--- config.mk ---
export PLATFORM = sky130hd
export DESIGN_NAME = bcd_digit_converter_flat
export DESIGN_NICKNAME = d
export VERILOG_FILES = /design/src/rtl/bcd_digit_converter_if.sv /design/src/rtl/bcd_digit_converter.sv /design/src/flat_wrapper.sv
export SDC_FILE = /design/constraint.sdc
export NUM_CORES = 1
export LEC_CHECK = 0
export ABC_CLOCK_PERIOD_IN_PS = 3500
export CAP_MARGIN = 20
export CORE_MARGIN = 3
export CORE_UTILIZATION = 59
export DETAILED_ROUTE_END_ITERATION = 7
export PLACE_DENSITY = 0.81
export SLEW_MARGIN = 10
export SYNTH_ARGS = -nofsm -noshare
export SYNTH_HDL_FRONTEND = slang
export SYNTH_SLANG_ARGS = --single-unit
--- constraint.sdc ---
create_clock -name clock_100Mhz -period 3.5 [get_ports clock_100Mhz]
set_clock_uncertainty 0.15 [all_clocks]
set_input_delay 0.7 -clock clock_100Mhz [delete_from_list [all_inputs] [get_ports clock_100Mhz]]
set_output_delay 0.7 -clock clock_100Mhz [all_outputs]
set_load 0.02 [all_outputs]
--- src/rtl/bcd_digit_converter_if.sv ---
// Request/result bundle for the binary-to-BCD converter; the master drives start/bin_in,
// the slave returns busy, the done pulse and the registered result (start while busy is dropped).
interface bcd_digit_converter_if #(
    parameter int BIN_W  = 16,
    parameter int DIGITS = 5
);
    logic                  start;
    logic [BIN_W-1:0]      bin_in;
    logic                  busy;
    logic                  done;
    logic [4*DIGITS-1:0]   bcd_out;
    logic [DIGITS-1:0]     blank;
    logic                  overflow;

    modport master (
        output start, bin_in,
        input  busy, done, bcd_out, blank, overflow
    );

    modport slave (
        input  start, bin_in,
        output busy, done, bcd_out, blank, overflow
    );
endinterface

--- src/rtl/bcd_digit_converter.sv ---
// Double-dabble binary-to-BCD converter: one shift per input bit, done BIN_W+1 cycles after accept.
// No backpressure: start is only honoured in IDLE; results hold until the next conversion finishes.
module bcd_digit_converter #(
    parameter int BIN_W  = 16,
    parameter int DIGITS = 5
) (
    input  logic                  clock_100Mhz,
    input  logic                  reset_n,
    bcd_digit_converter_if.slave  bus
);
    localparam int ACC_W = 4 * DIGITS;
    localparam int CNT_W = $clog2(BIN_W);
    localparam logic [DIGITS-1:0] BLANK_RST = {DIGITS{1'b1}} << 1;

    typedef enum logic [1:0] {IDLE, SHIFT, FINISH} state_t;

    state_t             state;
    state_t             state_nxt;
    logic [BIN_W-1:0]   sr;
    logic [ACC_W-1:0]   acc;
    logic [CNT_W-1:0]   cnt;
    logic               ovf;

    logic [ACC_W-1:0]   adj;
    logic [ACC_W-1:0]   acc_sh;
    logic [BIN_W-1:0]   sr_sh;
    logic               ovf_nxt;
    logic [ACC_W-1:0]   fin_bcd;
    logic [DIGITS-1:0]  fin_blank;
    logic               run;

    always_comb begin
        state_nxt = state;
        case (state)
            IDLE:    if (bus.start) state_nxt = SHIFT;
            SHIFT:   if (cnt == '0) state_nxt = FINISH;
            FINISH:  state_nxt = IDLE;
            default: state_nxt = IDLE;
        endcase
    end

    always_comb begin
        adj = acc;
        for (int i = 0; i < DIGITS; i++) begin
            if (acc[4*i +: 4] >= 4'd5) adj[4*i +: 4] = acc[4*i +: 4] + 4'd3;
        end
        // Any 1 pushed past the top digit means the value cannot fit in DIGITS decimal places.
        ovf_nxt = ovf | adj[ACC_W-1];
        acc_sh  = {adj[ACC_W-2:0], sr[BIN_W-1]};
        sr_sh   = {sr[BIN_W-2:0], 1'b0};

        fin_bcd   = ovf_nxt ? {DIGITS{4'h9}} : acc_sh;
        fin_blank = '0;
        run       = 1'b1;
        for (int i = DIGITS - 1; i >= 0; i--) begin
            run = run & (acc_sh[4*i +: 4] == 4'd0);
            fin_blank[i] = run & (i != 0) & ~ovf_nxt;
        end
    end

    always_ff @(posedge clock_100Mhz or negedge reset_n) begin
        if (!reset_n) state <= IDLE;
        else          state <= state_nxt;
    end

    always_ff @(posedge clock_100Mhz or negedge reset_n) begin
        if (!reset_n) begin
            sr           <= '0;
            acc          <= '0;
            cnt          <= '0;
            ovf          <= 1'b0;
            bus.busy     <= 1'b0;
            bus.done     <= 1'b0;
            bus.bcd_out  <= '0;
            bus.blank    <= BLANK_RST;
            bus.overflow <= 1'b0;
        end else begin
            case (state)
                IDLE: begin
                    if (bus.start) begin
                        sr       <= bus.bin_in;
                        acc      <= '0;
                        ovf      <= 1'b0;
                        cnt      <= CNT_W'(BIN_W - 1);
                        bus.busy <= 1'b1;
                    end
                end
                SHIFT: begin
                    sr  <= sr_sh;
                    acc <= acc_sh;
                    ovf <= ovf_nxt;
                    if (cnt == '0) begin
                        bus.done     <= 1'b1;
                        bus.bcd_out  <= fin_bcd;
                        bus.blank    <= fin_blank;
                        bus.overflow <= ovf_nxt;
                    end else begin
                        cnt <= cnt - CNT_W'(1);
                    end
                end
                FINISH: begin
                    bus.done <= 1'b0;
                    bus.busy <= 1'b0;
                end
                default: begin
                    bus.done <= 1'b0;
                    bus.busy <= 1'b0;
                end
            endcase
        end
    end
endmodule
--- src/flat_wrapper.sv ---
// flat-port wrapper written by rule: the top's interface ports become plain ports
module bcd_digit_converter_flat 
#(
    parameter int BIN_W  = 16,
    parameter int DIGITS = 5
)
  (clock_100Mhz, reset_n, bus_start, bus_bin_in, bus_busy, bus_done, bus_bcd_out, bus_blank, bus_overflow);
  bcd_digit_converter_if #(.BIN_W(BIN_W), .DIGITS(DIGITS)) bus_i ();
  input  logic clock_100Mhz;
  input  logic reset_n;
  input wire logic [$bits(bus_i.start)-1:0] bus_start;
  input wire logic [$bits(bus_i.bin_in)-1:0] bus_bin_in;
  output wire logic [$bits(bus_i.busy)-1:0] bus_busy;
  output wire logic [$bits(bus_i.done)-1:0] bus_done;
  output wire logic [$bits(bus_i.bcd_out)-1:0] bus_bcd_out;
  output wire logic [$bits(bus_i.blank)-1:0] bus_blank;
  output wire logic [$bits(bus_i.overflow)-1:0] bus_overflow;
  assign bus_i.start = bus_start;
  assign bus_i.bin_in = bus_bin_in;
  assign bus_busy = bus_i.busy;
  assign bus_done = bus_i.done;
  assign bus_bcd_out = bus_i.bcd_out;
  assign bus_blank = bus_i.blank;
  assign bus_overflow = bus_i.overflow;
  bcd_digit_converter #(.BIN_W(BIN_W), .DIGITS(DIGITS)) u_core (.clock_100Mhz(clock_100Mhz), .reset_n(reset_n), .bus(bus_i));
endmodule
; Yosys cells after proc, flatten, opt, wreduce, memory -nomap -nowiden
; Index checks and enable logic that the tools add are counted.
[op_classes]
addsub = 6
order_cmp = 5
n_eq_ne = 4
mux = 22
n_bitwise = 11
reduce_logical = 13
[op_table]
columns = operator, n
row1 = $mux W20, 2
row2 = $pmux W20 S2, 1
row3 = $pmux W16 S2, 1
row4 = $mux W4, 7
row5 = $add A4 B2 Y4 const B, 5
row6 = $ge A4 B3 Y1 const B, 5
row7 = $logic_not A4 Y1, 5
row8 = $mux W16, 1
row9 = $reduce_and A2 Y1, 5
row10 = $pmux W4 S2, 1
row11 = $and A1 B1 Y1, 7
row12 = $pmux W1 S2, 3
row13 = $mux W2, 2
row14 = $ne A2 B2 Y1 const B, 2
row15 = $pmux W2 S2, 1
row16 = $sub A4 B1 Y4 const B, 1
row17 = $mux W1, 3
row18 = $not A1 Y1, 3
row19 = $reduce_and A3 Y1, 1
row20 = $eq A2 B1 Y1 const B, 1
row21 = $logic_not A2 Y1, 1
row22 = $ne A2 B1 Y1 const B, 1
row23 = $reduce_bool A2 Y1, 1
row24 = $or A1 B1 Y1, 1
[word_totals]
ff_bits = 70
in_bits = 19
out_inout_bits = 28

; Depth between registers and ports, before layout
; Gate-level depths: netlist of run 1.
[depth]
word_depth = 7
ltp_mapped = 9
mapped_depth_nobuf = 9

; Worst setup path before layout of run 1
; OpenSTA, ideal clock, no wires.
[synth_path]
path_kind = flip-flop to flip-flop
startpoint = register u_core.acc[16]
endpoint = register u_core.bus.blank[1]
arrival_time_ps = 2125
t_required_ps = 3281
setup_slack_ps = 1156
stages_incl_launch_ff = 9
path_buffers = 0
period_less_slack_ps = 2344
path_cell_list = dfrtp_1 > inv_1 > ha_1 > nor2b_1 > o21bai_1 > and3_1 > o211ai_2 > or4_4 > o21ai_2
[synth_via]
elab_chain_len = 7
elab_cells_between_ends = 10
[synth_rtl]
columns = element, line_no
row1 = start: declaration, bcd_digit_converter.sv:20  ; logic [ACC_W-1:0] acc;
row2 = start signal: assignment, bcd_digit_converter.sv:90  ; acc <= acc_sh;
row3 = $add A4 B2 Y4 or $ge A4 B3 Y1 (tied branches), bcd_digit_converter.sv:45  ; if (acc[4*i +: 4] >= 4'd5) adj[4*i +: 4] = acc[4*i +: 4] + 4'd3;
row4 = $mux W4 (*), bcd_digit_converter.sv:45
row5 = $logic_not A4 Y1, bcd_digit_converter.sv:56  ; run = run & (acc_sh[4*i +: 4] == 4'd0);
row6 = $and A1 B1 Y1 (3 in a row), bcd_digit_converter.sv:56
row7 = $and A1 B1 Y1 (*), bcd_digit_converter.sv:57  ; fin_blank[i] = run & (i != 0) & ~ovf_nxt;
row8 = end signal: assignment, bcd_digit_converter.sv:95  ; bus.blank <= fin_blank;
row9 = end: declaration, bcd_digit_converter_if.sv:22  ; output busy, done, bcd_out, blank, overflow
; Every way passes the cells marked *; elsewhere a longest branch is shown, timed or not.
; A chain may end at the register's enable or synchronous reset.

; Final worst setup path of run 1
; Ends and elaborated chain as after synthesis.

==> key figures, run 1 <==
Routing
  – Routed Antenna Nets: 0
  – DRC errors left: 0
  – Detailed-route via count: about 2700
  – Initial DRC Count: 211
  – Top sig layer: met4
  – Vias per cell: around 5.8
  – Met2 wire length: roughly 3500 um
  – Final WL: roughly 7300 um
  – Drt first pass iters: 4
  – Wire per inst: between 15 and 20 um
  – M1 WL: 3380 um
  – Met3 routed wirelength: roughly 280 um

Yosys
  – Syn avg cell area: between 9 and 10 um^2
  – Sequential area share after synthesis: 0.521
  – #FFs+latches synth: 70
  – Share of the synthesized area in the top cell type: 0.490
  – Synth area leader: dfrtp_1
  – Ys Warns: 0
  – Mapped Area: around 0.0034 mm^2
  – Mapped Cells: 352
  – Netlist cell types: 36
  – Synth area leaders: dfrtp_1, o21ai_0, nand2_1
  – Post-Syn Nets: between 300 and 400

Place
  – Post-Place Cells: between 400 and 500
  – Gpl congestion: ~0.84
  – Setup WS pre-CTS: around 0.97 ns
  – HPWL after detailed placement: 4950 um
  – IO buf count: 45

Layout
  – Register area: approximately 0.0018 mm^2
  – Non-filler cells, final: between 400 and 500
  – Area of the multi-input gates: around 0.0015 mm^2
  – Fill cells: about 380
  – Most frequent cells in the layout: dfrtp_1, nand2_1, o21ai_0
  – Nets@finish: 428
  – Leading cell type in the layout, fill and taps excluded: dfrtp_1
  – Area Overhead vs Synth: 20.4%
  – Fraction of layout cells with a size suffix above 1: 0.0893
  – Antenna cell count: 0

Pwr
  – Maximum VDD drop: between 0.0005 and 0.0006 V
  – PD cells: just over 900 mW/mm^2
  – Leakage: about 1.8 nW

Run status
  – Status: finished, final reports clean

Worst setup path
  – Critical path class: flip-flop to flip-flop
  – Worst-path fanout max: 7
  – Critical Path Source Type: flip-flop
  – Slowest-stage cell, CP: or4_4
  – Crit-path max cell delay: 0.57 ns
  – Data arrival, critical path: about 2.7 ns
  – CP delay by family, top: simple AND/OR/NAND/NOR gates
  – Crit. End Element: flip-flop
  – R2r startpoint: u_core.acc[16]
  – CP bufs+invs: 1
  – CP startpoint: u_core.acc[16]
  – Critical path required time: about 3.6 ns
  – CP cell instances: inv_1 -> ha_1 -> nor2b_1 -> o21bai_1 -> and3_1 -> o211ai_2 -> or4_4 -> o21ai_2

Floorplan
  – Initial Utilization: 0.636
  – IO Pins: between 40 and 50
  – Rows: 26
  – Die Wd: between 80 and 90 um
  – Core Area: 0.00530 mm^2
  – Die area: roughly 0.0067 mm^2
  – Chip Height: 81.6 um

Global route
  – Total gr overflow: 0
  – Vias in the first global route: between 2000 and 3000
  – Antenna violations before repair: 0
  – First-pass GRT wire length: roughly 12000 um
  – GR Util All Layers: 0.247
  – Maximum number of pins on one net before global-route repair: slightly above 70

STA
  – RSZ-0062 raised after global routing: false
  – Total Neg Setup Slack: 0 ns
  – Final WS setup: 0.938 ns
  – Fin crit period: around 2.6 ns
  – Fin. Hold Viols: 0
  – Peak Freq: between 0.3 and 0.4 GHz
  – Pins Over Slew Limit: 0
  – # setup viols final: 0
  – Tcrit/Tclk final: 0.732
  – Worst-margin pin slew: about 0.86 ns
  – Max-Slew Margin vs Limit: 0.427

Clock network
  – Clock buffer depth: 2
  – PostCTS Resize Cnt: 0
  – Inserted Clock Buffers: 9
  – Root buffer cell: clkbuf_8
  – CTS tree: done
  – Setup bufs post-CTS: 0
  – Clock Latency Late Sink: around 0.34 ns
  – H-tree Lvls: 3
  – Clk sinks: 70
  – Hold-fix buffers at CTS: 0
  – Clock transition at path regs: ~0.070 ns

Flow run
  – Number of max-cap violations: 0

Worst hold path
  – Hold Crit Start: u_core.bus.bcd_out[17]
  – HP Class: flip-flop to flip-flop
## worst min-delay path, stage by stage, from the launching register on
cell and delay, ns:
dfrtp_1 0.34, nand2_1 0.05, nand2_1 0.05
## power breakdown
group,internal [mW],total [mW],switching [mW]
Combinational,0.757,1.76,0.999
Clock,0.274,0.568,0.294
Sequential,1.15,1.44,0.283
## final timing paths
kind | slack [ns] | endpoint | cells past startpoint
max in group asynchronous | 2.23 | u_core.acc[16] | 2
worst min-delay path | 0.32 | u_core.bus.bcd_out[17] | 2
min in group asynchronous | 0.41 | u_core.sr[9] | 2
worst max register to register | 0.94 | u_core.bus.blank[1] | 8
worst max-delay path | 0.94 | u_core.bus.blank[1] | 8
worst min register to register | 0.32 | u_core.bus.bcd_out[17] | 2
## Yosys cell counts (all sizes together)
cell and n:
a31oi 10, o211ai 2, nor2 17, a21o 2
inv 17, nand3 10, conb 1, or3b 1
dfstp 4, o21ai 48, nor3 10, o21bai 3
xnor2 5, or4 2, nand2b 6, nor2b 4
and3 3, nand2 56, mux2i 15, dfrtp 66
nand4b 1, buf 2, nor3b 8, a21oi 18
a22o 5, o31ai 7, o32ai 1, clkbuf 15
ha 11, mux2 2
## sequential cells by signal (all words and copies together) (netlist names), 2 cells and up
register            count
u_core.sr              16
u_core.acc             20
u_core.cnt              4
u_core.bus.blank        4
u_core.state            2
u_core.bus.bcd_out     20
## final cells by class
cell class,instances,share of cell area
clock buffer,12,0.0358
tap,70,0.0216
timing repair buffer,52,0.123
multi-input combinational,248,0.366
inverter,17,0.0157
clock inverter,4,0.00555
sequential,70,0.433
## layer usage
metal  up-vias  global-route usage
li1       1316                   -
met1      1316               0.337
met2        78               0.394
met3        11              0.0439
met4         0              0.0997
met5         -                   0
## cells by family (layout without fill, tap and decap cells)
kind of cell / after synthesis / in the layout / synth area share
AND/OR/NAND/NOR: 118 / 118 / 0.164
AO/OA/AOI/OAI: 96 / 96 / 0.170
flip-flops: 70 / 70 / 0.521
buffers and inverters: 34 / 85 / 0.0393
multiplexers: 17 / 17 / 0.0512
adder cells (fa/ha/maj): 11 / 11 / 0.0408
XOR/XNOR: 5 / 5 / 0.0130
other: 1 / 1 / 0.00111
## per-stage QoR
stage	power, mW	utilization	hold WS, ns	instance area (um^2)
after floorplan	2.59	-	0.254	3370
after global placement	3.11	0.734	0.300	3890
after detailed placement	3.20	0.734	0.307	3890
after CTS	3.77	0.765	0.321	4060
after global routing	4.08	0.765	0.337	4060
final	3.76	0.765	0.317	4060
No activity file was read; power rests on OpenSTA's default activity.
==> inputs of run 2 (changes only) <==
Settings changed: ABC_CLOCK_PERIOD_IN_PS 3500 to 2650, CORE_UTILIZATION 59 to 54, PLACE_DENSITY 0.81 to 0.75.
Clock period 3.5 ns to 2.65 ns, I/O delays scaled along.
==> run 2 against run 1 <==
Sequential share of layout area decreased by 0.61 points. Register-to-register slack got worse by 0.79 ns. Die area increased by 8.6%. First-iteration DRC count increased by 2.4%.
==> key figures, run 2 (synthesis results as in run 1) <==
STA
  – Min Hold Slack: roughly 0.035 ns
  – Worst-margin pin slew: about 0.57 ns
  – Pins Over Slew Limit: 0
  – # setup viols final: 0
  – Fin. Hold Viols: 0
  – Total Neg Setup Slack: 0 ns
  – Final WS setup: ~0.15 ns
  – Tcrit/Tclk final: 0.944
  – Peak Freq: ~0.40 GHz
  – Fin crit period: 2.50 ns
  – RSZ-0062 raised after global routing: false
  – Max-Slew Margin vs Limit: 0.618

Routing
  – Vias per cell: roughly 5.5
  – Detailed-route via count: between 2000 and 3000
  – Final WL: between 7000 and 8000 um
  – Wire per inst: 14.6 um
  – Initial DRC Count: approximately 220
  – Routed Antenna Nets: 0
  – DRC errors left: 0
  – Drt first pass iters: 4

Clock network
  – Clk sinks: 70
  – H-tree Lvls: 3
  – Clock buffer depth: 2
  – PostCTS Resize Cnt: 0
  – Clock transition at path regs: 0.07 ns
  – CTS tree: done
  – Clock Latency Late Sink: around 0.33 ns
  – Inserted Clock Buffers: 9
  – Root buffer cell: clkbuf_8
  – Setup bufs post-CTS: 0
  – Hold-fix buffers at CTS: 0

Layout
  – Post-layout util: 0.688
  – Fraction of layout cells with a size suffix above 1: 0.101
  – Area Overhead vs Synth: 22.2%
  – Nets@finish: 433
  – Final Cell Area: around 0.0041 mm^2
  – Antenna cell count: 0
  – Leading cell type in the layout, fill and taps excluded: dfrtp_1
  – Non-filler cells, final: 482
  – Most frequent cells in the layout: dfrtp_1, nand2_1, o21ai_0
  – Largest regs: u_core.acc (20), u_core.bus.bcd_out (20), u_core.sr (16)

Flow run
  – Number of max-cap violations: 0

Floorplan
  – Core Area: around 0.0060 mm^2
  – Chip Height: between 80 and 90 um
  – Die area: ~0.0072 mm^2
  – Rows: 28
  – IO Pins: 47
  – Initial Utilization: 0.563
  – Die Wd: about 85 um

Global route
  – Antenna violations before repair: 0
  – Vias in the first global route: about 2600
  – Maximum number of pins on one net before global-route repair: 33
  – First-pass GRT wire length: approximately 12000 um
  – Total gr overflow: 0
  – GR Util All Layers: 0.215

Worst setup path
  – Critical Path Source Type: flip-flop
  – Critical path required time: 2.77 ns
  – Worst-path fanout max: 6
  – CP cell instances: inv_1 -> ha_1 -> nor2b_1 -> o21bai_2 -> nor3_1 -> o211ai_2 -> or4_4 -> o21ai_2
  – R2r startpoint: u_core.acc[17]
  – Crit-path max cell delay: approximately 0.58 ns
  – Data arrival, critical path: between 2 and 3 ns
  – Crit. End Element: flip-flop
  – CP startpoint: u_core.acc[17]
  – Critical path class: flip-flop to flip-flop
  – Slowest-stage cell, CP: or4_4

Pwr
  – Final Total Pwr: 4.96 mW
  – Maximum VDD drop: roughly 0.00057 V
  – PD cells: between 1000 and 1500 mW/mm^2
  – Leakage: 1.78 nW

Worst hold path
  – HP Class: primary input to asynchronous set/reset pin

Place
  – IO buf count: 45
  – Setup WS pre-CTS: 0.0518 ns
  – Post-DP Area: slightly below 0.004 mm^2
  – HPWL after detailed placement: roughly 5000 um
  – Gpl congestion: between 0.8 and 0.9
  – Post-Place Cells: ~470

Run status
  – Status: finished, final reports clean
run 2: changes by cell type in the layout (fill, tap and decap cells not counted), sizes merged:
cell      change
buf           +5
clkinv        -2
clkbuf        +2
clkinvlp      -1
run 2: layout make-up:
class / instances / area [um^2]
inverters: 17 / 63.8
flip-flops and latches: 70 / 1760
repair buffers: 57 / 548
multi-input cells: 248 / 1490
well taps: 75 / 93.8
fillers: 487 / 1870
clock inverters: 1 / 5.00
clock buffers: 14 / 163
run 2: where the power goes:
part	internal, mW	leakage, nW	switching [mW]
clock	0.386	0.0865	0.368
combinational	1.02	0.844	1.30
sequential	1.52	0.853	0.354
run 2: path summary, 6_finish.rpt:
path / to / depth (start not counted) / slack, ns
min in group clock_100Mhz: u_core.bus.bcd_out[17] / 2 / 0.32
min: u_core.cnt[3] / 1 / 0.04
min reg2reg: u_core.bus.bcd_out[17] / 2 / 0.32
max in group asynchronous: u_core.bus.blank[1] / 2 / 1.70
max reg2reg: u_core.bus.blank[1] / 8 / 0.15
max: u_core.bus.blank[1] / 8 / 0.15
run 2: worst max-delay path: cells and delay by family, from the launching register on:
family | cells | cell delay [ns]
compound gates | 3 | 0.43
simple gates | 3 | 1.06
fa+ha+maj | 1 | 0.25
buf+inv | 1 | 0.12
flops | 1 | 0.44
run 2: metal layers:
metal / vias to the layer above / GRT usage / wire (um)
li1: 1327 / - / -
met5: - / 0 / 0
met3: 9 / 0.0417 / 252
met2: 50 / 0.342 / 3360
met4: 0 / 0.0849 / 102
met1: 1258 / 0.290 / 3310
==> inputs of run 3 (changes only) <==
Settings changed: ABC_CLOCK_PERIOD_IN_PS 2650 to 2300, CORE_UTILIZATION 54 to 49, PLACE_DENSITY 0.75 to 0.72.
Clock period 2.65 ns to 2.3 ns, I/O delays scaled along.
==> run 3 against run 2 <==
Count of clock-buffer cells in the layout unchanged. Worst setup slack got worse by 0.073 ns. Non-clock buffer count increased by 16. Register-to-register slack got worse by 0.07 ns. Sequential cell count unchanged. Die area increased by 9.5%. Critical endpoint unchanged. Largest cell class unchanged. Highest routed layer unchanged.
==> key figures, run 3 (synthesis results as in run 1) <==
Run status
  – Status: finished, final reports clean

Floorplan
  – Die area: roughly 0.0079 mm^2
  – IO Pins: 47
  – Die Wd: slightly below 90 um
  – Core Area: approximately 0.0065 mm^2
  – Initial Utilization: 0.519
  – Rows: 29
  – Chip Height: 88.9 um

Worst setup path
  – Critical path required time: ~2.4 ns
  – Slack of the worst reg-to-reg path: approximately 0.075 ns
  – Crit. End Element: flip-flop
  – Critical path class: flip-flop to flip-flop
  – Slowest-stage cell, CP: or4_4
  – CP cell instances: inv_2 -> ha_1 -> nand2b_1 -> a21o_1 -> and3_1 -> o211ai_1 -> or4_4 -> o21ai_2
  – Critical Path Source Type: flip-flop
  – FF-to-FF path depth: 8
  – Data arrival, critical path: around 2.3 ns
  – Crit-path max cell delay: roughly 0.55 ns
  – Worst-path fanout max: 6

Pwr
  – Leakage: approximately 1.9 nW
  – PD cells: about 1400 mW/mm^2
  – Maximum VDD drop: 0.000562 V

Clock network
  – Inserted Clock Buffers: 9
  – H-tree Lvls: 3
  – Clock buffer depth: 2
  – Clk sinks: 70
  – Clock transition at path regs: approximately 0.070 ns
  – Root buffer cell: clkbuf_8
  – Clock Latency Late Sink: 0.33 ns
  – CTS tree: done

Layout
  – Area Overhead vs Synth: 27.4%
  – Fraction of layout cells with a size suffix above 1: 0.163
  – Leading cell type in the layout, fill and taps excluded: dfrtp_1
  – Most frequent cells in the layout: dfrtp_1, nand2_1, o21ai_0
  – Antenna cell count: 0
  – Largest regs: u_core.acc (20), u_core.bus.bcd_out (20), u_core.sr (16)
  – Nets@finish: 449
  – Post-layout util: 0.661

Worst hold path
  – Worst hold stages: 2
  – HP Class: flip-flop to flip-flop

STA
  – Worst-margin pin slew: 0.554 ns
  – Peak Freq: 0.450 GHz
  – Pins Over Slew Limit: 0
  – Fin crit period: 2.22 ns
  – # setup viols final: 0
  – Final WS setup: about 0.075 ns
  – Max-Slew Margin vs Limit: 0.631
  – Fin. Hold Viols: 0
  – Tcrit/Tclk final: 0.967

Global route
  – Maximum number of pins on one net before global-route repair: 33
  – Antenna violations before repair: 0
  – GR Util All Layers: 0.199
  – Vias in the first global route: 2574
  – Total gr overflow: 0
  – First-pass GRT wire length: approximately 12000 um

Routing
  – Routed Antenna Nets: 0
  – Drt first pass iters: 4
  – DRC errors left: 0
  – Wire per inst: 14.8 um
  – Detailed-route via count: about 2800
  – Vias per cell: 5.55
  – Final WL: about 7400 um
  – Initial DRC Count: roughly 130

Place
  – Gpl congestion: between 0.8 and 0.9
  – Setup WS pre-CTS: 0.00406 ns
  – HPWL after detailed placement: 5250 um
  – IO buf count: 45

Flow run
  – Number of max-cap violations: 0
run 3: cell count changes in the layout (fill, tap and decap cells not counted), moves of 2 or more:
cell     before  now
a21oi_1      17   14
a21oi_2       1    3
buf_4        11   27
ha_1         11    9
inv_1        17   14
inv_2         0    3
run 3: critical path, delay by kind of cell (launching register included):
family	cells	cell delay, ns
adders and majority gates	1	0.21
AOI/OAI and AO/OA	3	0.46
buffers and inverters	1	0.07
DFF	1	0.44
and+or+nand+nor	3	0.85
run 3: report_power, final:
part | switching (mW) | leakage, nW | internal [mW]
clock network | 0.426 | 0.0865 | 0.445
logic | 1.63 | 0.921 | 1.41
registers | 0.411 | 0.851 | 1.76
total | 2.47 | 1.86 | 3.61
run 3: worst paths after layout:
| path | end | from |
|---|---|---|
| max in group asynchronous | u_core.bus.blank[4] | reset_n |
| min in group asynchronous | u_core.cnt[2] | reset_n |
| worst max register to register | u_core.bus.blank[1] | u_core.acc[12] |
| worst max-delay path | u_core.bus.blank[1] | u_core.acc[12] |
| worst min register to register | u_core.bus.bcd_out[13] | u_core.bus.bcd_out[13] |
| worst min-delay path | u_core.bus.bcd_out[13] | u_core.bus.bcd_out[13] |
run 3: cell type report:
type                    instances  area (um^2)
fillers                       530         2200
well taps                      77         96.3
multi-input cells             248         1550
repair buffers                 73          658
flip-flops and latches         70         1760
clock inverters                 1         5.00
inverters                      17         63.8
clock buffers                  14          163
run 3: routing by layer:
layer  vias to the layer above  global-route usage  wire, um
li1                       1346                   -         -
met3                         8              0.0433       279
met1                      1357               0.253      3380
met5                         -                   0         0
met4                         0              0.0812       121
met2                        64               0.330      3590
run 3: what timing repair did:
action                                 4_1_cts  5_1_grt
pin swaps                                    1        3
hold buffers                                 1        0
gates resized for setup                      3       13
endpoints found under the hold margin       22        0
setup buffers                                1        5
setup endpoints to repair                    2        2
run 3: per-stage QoR:
stage               power (mW)  cells  TNS [ns]  hold slack, ns  instance area, um^2
finish                    6.08    500         0           0.321                 4290
global route              6.56    500  -0.00504           0.335                 4290
CTS                       5.93    495         0           0.324                 4210
detailed placement        5.02    478         0           0.308                 4020
global placement          4.92    478         0           0.300                 4020
floorplan                 3.95    352         0          0.0144                 3370
